**config.mk**
```make
export PLATFORM = sky130hd
export DESIGN_NAME = wb_timer
export DESIGN_NICKNAME = d
export VERILOG_FILES = /design/src/rtl/wb_timer_pkg.sv /design/src/rtl/wb_timer_core.sv /design/src/rtl/wb_timer.sv
export SDC_FILE = /design/constraint.sdc
export NUM_CORES = 1
export LEC_CHECK = 0
export CORE_MARGIN = 2
export CORE_UTILIZATION = 54
export CTS_CLUSTER_DIAMETER = 150
export DETAILED_ROUTE_END_ITERATION = 8
export PLACE_DENSITY_LB_ADDON = 0.3
export SETUP_SLACK_MARGIN = 0.5
export SLEW_MARGIN = 5
export SYNTH_ARGS = -nofsm -noshare
export SYNTH_HDL_FRONTEND = slang
export SYNTH_SLANG_ARGS = --single-unit
```
**constraint.sdc**
```tcl
create_clock -name sys_clk_i -period 2.9 [get_ports sys_clk_i]
set_clock_uncertainty 0.2 [all_clocks]
set_input_delay 0.435 -clock sys_clk_i [delete_from_list [all_inputs] [get_ports sys_clk_i]]
set_output_delay 0.435 -clock sys_clk_i [all_outputs]
set_load 0.01 [all_outputs]
```
**src/rtl/wb_timer_pkg.sv**
```systemverilog
// rtl/wb_timer_pkg.sv - register map, control bit indices and timer state encoding
package wb_timer_pkg;

  // Word addresses decoded from adr_i[2:0]
  localparam logic [2:0] ADDR_CTRL     = 3'd0;
  localparam logic [2:0] ADDR_PRESCALE = 3'd1;
  localparam logic [2:0] ADDR_RELOAD   = 3'd2;
  localparam logic [2:0] ADDR_COUNT    = 3'd3;
  localparam logic [2:0] ADDR_STATUS   = 3'd4;

  // CTRL and STATUS bit positions
  localparam int CTRL_EN        = 0;
  localparam int CTRL_IRQ_EN    = 1;
  localparam int CTRL_ONESHOT   = 2;
  localparam int STATUS_EXPIRED = 0;

  // IDLE: disabled, RUN: counting, HALT: one-shot expired and parked
  typedef enum logic [1:0] {
    ST_IDLE = 2'd0,
    ST_RUN  = 2'd1,
    ST_HALT = 2'd2
  } timer_state_t;

endpackage

```
**src/rtl/wb_timer_core.sv**
```systemverilog
// rtl/wb_timer_core.sv - prescaler, down-counter and run/halt state machine
module wb_timer_core
  import wb_timer_pkg::*;
#(
  parameter int DAT_W = 16
) (
  input  logic             clk,
  input  logic             rst_n,
  input  logic             en_wr,
  input  logic             en_wdata,
  input  logic             oneshot,
  input  logic [DAT_W-1:0] prescale,
  input  logic [DAT_W-1:0] reload,
  input  logic             cnt_wr,
  input  logic [DAT_W-1:0] cnt_wdata,
  input  logic             expired_clr,
  output logic             running,
  output logic             expire,
  output logic [DAT_W-1:0] count
);

  timer_state_t     state;
  logic [DAT_W-1:0] pre_cnt;
  logic             tick;
  logic             en_rise;

  // A fresh enable restarts the prescale period from zero
  assign en_rise = en_wr & en_wdata & ~running;

  // >= rather than == so that lowering PRESCALE mid-period ticks at once instead of wrapping
  assign tick = running & (pre_cnt >= prescale);

  // A COUNT write in the tick cycle replaces the tick's effect, including the expiry
  assign expire = tick & ~cnt_wr & (count == '0);

  // Run/halt state machine; EN is the registered running flag
  always_ff @(posedge clk or negedge rst_n) begin
    if (!rst_n) begin
      state   <= ST_IDLE;
      running <= 1'b0;
    end else begin
      case (state)
        ST_IDLE: begin
          if (en_wr && en_wdata) begin
            state   <= ST_RUN;
            running <= 1'b1;
          end
        end
        ST_RUN: begin
          if (en_wr) begin
            if (!en_wdata) begin
              state   <= ST_IDLE;
              running <= 1'b0;
            end
          end else if (expire && oneshot) begin
            state   <= ST_HALT;
            running <= 1'b0;
          end
        end
        ST_HALT: begin
          if (en_wr && en_wdata) begin
            state   <= ST_RUN;
            running <= 1'b1;
          end else if (expired_clr) begin
            state <= ST_IDLE;
          end
        end
        default: begin
          state   <= ST_IDLE;
          running <= 1'b0;
        end
      endcase
    end
  end

  // Prescaler and down-counter; reload replaces the decrement below zero
  always_ff @(posedge clk or negedge rst_n) begin
    if (!rst_n) begin
      pre_cnt <= '0;
      count   <= '0;
    end else begin
      if (en_rise || tick) begin
        pre_cnt <= '0;
      end else if (running) begin
        pre_cnt <= pre_cnt + DAT_W'(1);
      end

      if (cnt_wr) begin
        count <= cnt_wdata;
      end else if (tick) begin
        count <= (count == '0) ? reload : count - DAT_W'(1);
      end
    end
  end

endmodule

```
**src/rtl/wb_timer.sv**
```systemverilog
// rtl/wb_timer.sv - Wishbone pipelined timer: bus decode and register file
module wb_timer
  import wb_timer_pkg::*;
#(
  parameter int ADR_W = 16,
  parameter int DAT_W = 16
) (
  input  logic             sys_clk_i,
  input  logic             sys_rst_n_i,
  input  logic [ADR_W-1:0] adr_i,
  input  logic             cyc_i,
  input  logic             stb_i,
  input  logic             we_i,
  input  logic [DAT_W-1:0] dat_i,
  output logic [DAT_W-1:0] dat_o,
  output logic             ack_o,
  output logic             stall_o,
  output logic             irq_o
);

  logic [2:0]       reg_adr;
  logic             req;
  logic             wr;
  logic             ctrl_wr;
  logic             prescale_wr;
  logic             reload_wr;
  logic             count_wr;
  logic             status_w1c;
  logic             unused_adr;

  logic             irq_en;
  logic             oneshot;
  logic [DAT_W-1:0] prescale;
  logic [DAT_W-1:0] reload;
  logic             expired;
  logic             irq_q;
  logic             ack_q;
  logic [DAT_W-1:0] rdata_q;
  logic [DAT_W-1:0] rdata;

  logic             running;
  logic             expire;
  logic [DAT_W-1:0] count;

  assign reg_adr    = adr_i[2:0];
  assign unused_adr = ^adr_i[ADR_W-1:3];

  assign req         = cyc_i & stb_i;
  assign wr          = req & we_i;
  assign ctrl_wr     = wr & (reg_adr == ADDR_CTRL);
  assign prescale_wr = wr & (reg_adr == ADDR_PRESCALE);
  assign reload_wr   = wr & (reg_adr == ADDR_RELOAD);
  assign count_wr    = wr & (reg_adr == ADDR_COUNT);
  assign status_w1c  = wr & (reg_adr == ADDR_STATUS) & dat_i[STATUS_EXPIRED];

  wb_timer_core #(
    .DAT_W (DAT_W)
  ) u_core (
    .clk         (sys_clk_i),
    .rst_n       (sys_rst_n_i),
    .en_wr       (ctrl_wr),
    .en_wdata    (dat_i[CTRL_EN]),
    .oneshot     (oneshot),
    .prescale    (prescale),
    .reload      (reload),
    .cnt_wr      (count_wr),
    .cnt_wdata   (dat_i),
    .expired_clr (status_w1c & ~expire),
    .running     (running),
    .expire      (expire),
    .count       (count)
  );

  // Register file; a new expiry beats a simultaneous write-1-to-clear
  always_ff @(posedge sys_clk_i or negedge sys_rst_n_i) begin
    if (!sys_rst_n_i) begin
      irq_en   <= 1'b0;
      oneshot  <= 1'b0;
      prescale <= '0;
      reload   <= '0;
      expired  <= 1'b0;
      irq_q    <= 1'b0;
    end else begin
      if (ctrl_wr) begin
        irq_en  <= dat_i[CTRL_IRQ_EN];
        oneshot <= dat_i[CTRL_ONESHOT];
      end
      if (prescale_wr) begin
        prescale <= dat_i;
      end
      if (reload_wr) begin
        reload <= dat_i;
      end
      if (expire) begin
        expired <= 1'b1;
      end else if (status_w1c) begin
        expired <= 1'b0;
      end
      irq_q <= expired & irq_en;
    end
  end

  // Read mux; unmapped addresses return zero
  always_comb begin
    rdata = '0;
    case (reg_adr)
      ADDR_CTRL: begin
        rdata[CTRL_EN]      = running;
        rdata[CTRL_IRQ_EN]  = irq_en;
        rdata[CTRL_ONESHOT] = oneshot;
      end
      ADDR_PRESCALE: rdata = prescale;
      ADDR_RELOAD:   rdata = reload;
      ADDR_COUNT:    rdata = count;
      ADDR_STATUS:   rdata[STATUS_EXPIRED] = expired;
      default:       rdata = '0;
    endcase
  end

  // Every accepted request is acked next cycle; only reads carry data
  always_ff @(posedge sys_clk_i or negedge sys_rst_n_i) begin
    if (!sys_rst_n_i) begin
      ack_q   <= 1'b0;
      rdata_q <= '0;
    end else begin
      ack_q   <= req;
      rdata_q <= (req && !we_i) ? rdata : '0;
    end
  end

  // Dropping cyc_i cancels the pending ack but not the side effects already taken
  assign ack_o   = ack_q & cyc_i;
  assign dat_o   = ack_o ? rdata_q : '0;
  assign stall_o = 1'b0;
  assign irq_o   = irq_q;

endmodule

```
==> reports/summary.md <==
The tool flagged a number of max-cap violations equal to 0. The net count of the finished layout is 645. The worst-case IR drop observed on VDD is 340 µV.

The routed design could run at a clock period as short as 2.53 ns. Power spread over the standard cell area amounts to 540 nW/µm². The part of the cycle the worst path needs was 0.873; the post-synthesis instance area was 4940 µm². For flop-to-flop paths, the worst setup slack is 0.37 ns. Yosys attributes the largest share of cell area to sky130_fd_sc_hd__dfrtp_1, sky130_fd_sc_hd__mux2_2, sky130_fd_sc_hd__nand2_1. The number of antenna diodes in the final layout is 0. The run gives 0.369 as the global routing usage on met1. Detailed placement finished with a half-perimeter wire length of 8.41 mm.

The H-tree generated during clock tree synthesis spans 3 levels. The core region is 8810 µm². The number of register bits inferred by synthesis is 88, and the ratio of cells with drive above 1 in the final layout is 0.263.

The class of the most critical setup path is reg -> reg. From synthesis to final layout, the design area changed by 28.7%. The maximum clock path buffer count came out at 2. From left edge to right edge, the die measures 99.7 µm.

Total nets after synthesis: 568. In the layout the commonest cells are sky130_fd_sc_hd__dfrtp_1, sky130_fd_sc_hd__nand2_1, sky130_fd_sc_hd__nor2_1, sky130_fd_sc_hd__buf_4, sky130_fd_sc_hd__clkdlybuf4s50_1. The remaining design rule violation count is 0. In this run the count of I/O pins placed on the die edge is 56. The fraction of met2 tracks used by global routing was 0.432; the effective utilization at floorplan was 0.561. After technology mapping, the gate count stands at 512. The clock edge transition at the registers on the reported setup and hold paths came out at 0.09 ns.

The global-route wire length before repair came out at 21.3 mm. The termination of the worst setup path is u_core.count[4]$_DFFE_PN0P_. Before antenna repair, the detailed router went through 5 iterations.

The timing-limited maximum frequency is 395 MHz, and the area fraction of the dominant cell type after synthesis is 0.446. After synthesis, the netlist uses 58 different library cells. The total of endpoints with negative setup slack in the final report is 0, and the clock latency on the worst-skew pair is 0.36 ns. The count of flip-flops with a built-in enable after synthesis was 0.

Entering global routing, the biggest net connects 89 pins. STA classifies the critical path endpoint as a register. The biggest area contributor in the post-synthesis netlist is sky130_fd_sc_hd__dfrtp_1. In the synthesized netlist the dominant register cell turns out to be sky130_fd_sc_hd__dfrtp_1. The average detailed-routed wire length per instance is 20.2 µm.

Setup repair after global routing could not meet its margin everywhere. Setup slack closes at 0.368 ns. After global routing the overflow that remains totals 0. In this run the worst path has a maximum fanout of 5.

The total track usage came out at 0.275. The layer flagged by global routing as most heavily used is met2. The floorplan step set the die height to 99.7 µm.

Before CTS, the worst setup slack after placement is 0.247 ns. Yosys printed 0 warnings. The run gives 0.566 as the headroom to the max-slew limit.

The leading cell type in the layout, fill and taps excluded was sky130_fd_sc_hd__dfrtp_1. The number of port buffers was 41; the die area was 9930 µm². TritonCTS built the clock tree. The proportion of register bits with asynchronous set or reset after synthesis works out to 1.00. Synthesized area per cell: 9.65 µm².

Capturing point of the worst reg2reg path: u_core.count[4]$_DFFE_PN0P_. The number of vias after detailed routing is 4302, and the leakage power total is 2.89 nW. At the pin with the least slew margin, the transition time is 0.651 ns. For the worst flop-to-flop path, the logic depth is 10. Sequential cell area fraction in the yosys report: 0.446. The antenna violation net count after detailed routing is 0. Tracing the worst setup path back leads to its startpoint at u_core.pre_cnt[0]$_DFFE_PN0P_.

The number of global-route vias before repair came out at 4285. The first routing iteration left 380 violations. The initialized floorplan defines 34 standard-cell rows. The clock net sink count was 88; the total count of hold-check failures in the final report was 0. CTS placed an instance of sky130_fd_sc_hd__clkbuf_8 at the clock tree root.

The logs give 0 for the total count of max-transition violations in the final report and 0 ns for the sum of negative setup slack. Critical hold path startpoint: reload[7]$_DFFE_PN0P_. In this run the critical register-to-register path is launched from u_core.pre_cnt[0]$_DFFE_PN0P_. Data arrives at the worst endpoint at 2.60 ns. The placer congestion estimate came out at 0.803. The flow ran to the end, and the final reports show no timing, DRC or antenna violations. The met3 demand-to-capacity share in global routing is 0.0625. The path class of the tightest hold or removal check is reg -> reg.

The TritonCTS buffer count was 9; the total detailed-routing wirelength was 14.2 mm. The detailed-route vias per instance is 6.13, and the number of antenna violations at the first check in global routing is 0. The startpoint type of the worst setup path is a register. For the worst setup path, the data required time is 2.97 ns.
## state kept, by name, indices dropped and copies added (netlist names), 2 cells and up
register / flops
prescale: 16
rdata_q: 16
reload: 16
u_core.count: 16
u_core.pre_cnt: 16
u_core.state: 2
## kinds of logic (layout without fill, tap and decap cells)
logic type | Yosys count | in the layout | synth area share
AOI/OAI and AO/OA | 102 | 102 | 0.143
xor gates and xnor gates | 20 | 20 | 0.0355
adders and majority gates | 19 | 19 | 0.0481
buffers and inverters | 53 | 134 | 0.0494
DFF | 88 | 88 | 0.446
muxes | 36 | 36 | 0.0864
other | 1 | 1 | 0.000759
and+or+nand+nor | 193 | 194 | 0.191
## worst min-delay path by stage
stage	slack, ns	cells after the start	end
finish	0.34	1	reload[7]$_DFFE_PN0P_
global placement	0.31	1	reload[7]$_DFFE_PN0P_
CTS	0.34	1	reload[5]$_DFFE_PN0P_
global route	0.36	1	reload[7]$_DFFE_PN0P_
detailed placement	0.32	2	reload[0]$_DFFE_PN0P_
floorplan	-0.06	0	ack_q$_DFF_PN0_
## metrics by stage
step                 util  hold slack [ns]  area (µm²)  instances  power, mW
floorplan               -          -0.0606        4950        512       2.07
global placement    0.622            0.308        5480        650       2.30
finish              0.722            0.344        6360        702       3.43
CTS                 0.678            0.338        5970        684       3.29
global route        0.722            0.364        6360        702       3.60
detailed placement  0.622            0.317        5480        650       2.34
## cells in the mapped netlist, types with 2 or more instances
master / count
sky130_fd_sc_hd__ha_1: 19
sky130_fd_sc_hd__nand2b_1: 5
sky130_fd_sc_hd__buf_1: 2
sky130_fd_sc_hd__o21ai_0: 24
sky130_fd_sc_hd__o2111ai_1: 2
sky130_fd_sc_hd__mux4_2: 2
sky130_fd_sc_hd__nor4_4: 2
sky130_fd_sc_hd__and4b_1: 2
sky130_fd_sc_hd__and2_1: 2
sky130_fd_sc_hd__o31ai_1: 3
sky130_fd_sc_hd__xor2_1: 13
sky130_fd_sc_hd__a22oi_1: 14
sky130_fd_sc_hd__or3_1: 2
sky130_fd_sc_hd__and3_1: 22
sky130_fd_sc_hd__dfrtp_1: 88
sky130_fd_sc_hd__nor3b_1: 2
sky130_fd_sc_hd__nor2b_1: 3
sky130_fd_sc_hd__nand3_1: 13
sky130_fd_sc_hd__buf_6: 4
sky130_fd_sc_hd__nand4_1: 4
sky130_fd_sc_hd__nand2_1: 65
sky130_fd_sc_hd__a31oi_1: 18
sky130_fd_sc_hd__mux2_2: 33
sky130_fd_sc_hd__nor2_1: 52
sky130_fd_sc_hd__a21o_1: 6
sky130_fd_sc_hd__nor4_1: 3
sky130_fd_sc_hd__o211ai_1: 11
sky130_fd_sc_hd__buf_2: 3
sky130_fd_sc_hd__nor3_1: 9
sky130_fd_sc_hd__o22ai_1: 2
sky130_fd_sc_hd__a21oi_1: 7
sky130_fd_sc_hd__xnor2_1: 7
sky130_fd_sc_hd__clkbuf_1: 16
sky130_fd_sc_hd__inv_1: 25
sky130_fd_sc_hd__a211oi_1: 2
sky130_fd_sc_hd__buf_4: 3
## cell type report
type	instances	area [µm²]
Tap cell	108	135
Fill cell	611	2440
Clock inverter	4	52.6
Inverter	25	93.8
Clock buffer	12	155
Sequential cell	88	2210
Multi-Input combinational cell	372	2810
Timing Repair Buffer	93	912
## metal layers
layer,vias to the layer above,share of wire
li1,1976,-
met1,2128,0.41
met2,166,0.50
met3,32,0.065
met4,0,0.024
met5,-,0
## critical path: stages (launching register included)
cell	delay, ns
sky130_fd_sc_hd__dfrtp_1	0.36
sky130_fd_sc_hd__inv_1	0.05
sky130_fd_sc_hd__ha_1	0.29
sky130_fd_sc_hd__nand2b_4	0.14
sky130_fd_sc_hd__a2111o_1	0.37
sky130_fd_sc_hd__a32oi_2	0.29
sky130_fd_sc_hd__a21o_4	0.24
sky130_fd_sc_hd__buf_12	0.13
sky130_fd_sc_hd__buf_16	0.12
sky130_fd_sc_hd__nand2_4	0.05
sky130_fd_sc_hd__a31oi_1	0.19
## where the power goes
group          total (mW)  leakage, nW  switching [mW]  internal, mW
Combinational       0.885         1.68           0.451         0.434
Clock               0.898        0.107           0.450         0.448
Sequential           1.65         1.10           0.238          1.41
Total                3.43         2.89            1.14          2.29
## repair_timing
item                                    CTS  global route
pin swaps                                12            37
endpoints found under the hold margin    88             0
cloned                                    3             3
hold buffers                              1             0
gates resized for setup                  25            52
setup buffers                            14            15
endpoints found under the setup margin   44            36
No activity file was read; power rests on OpenSTA's default activity.
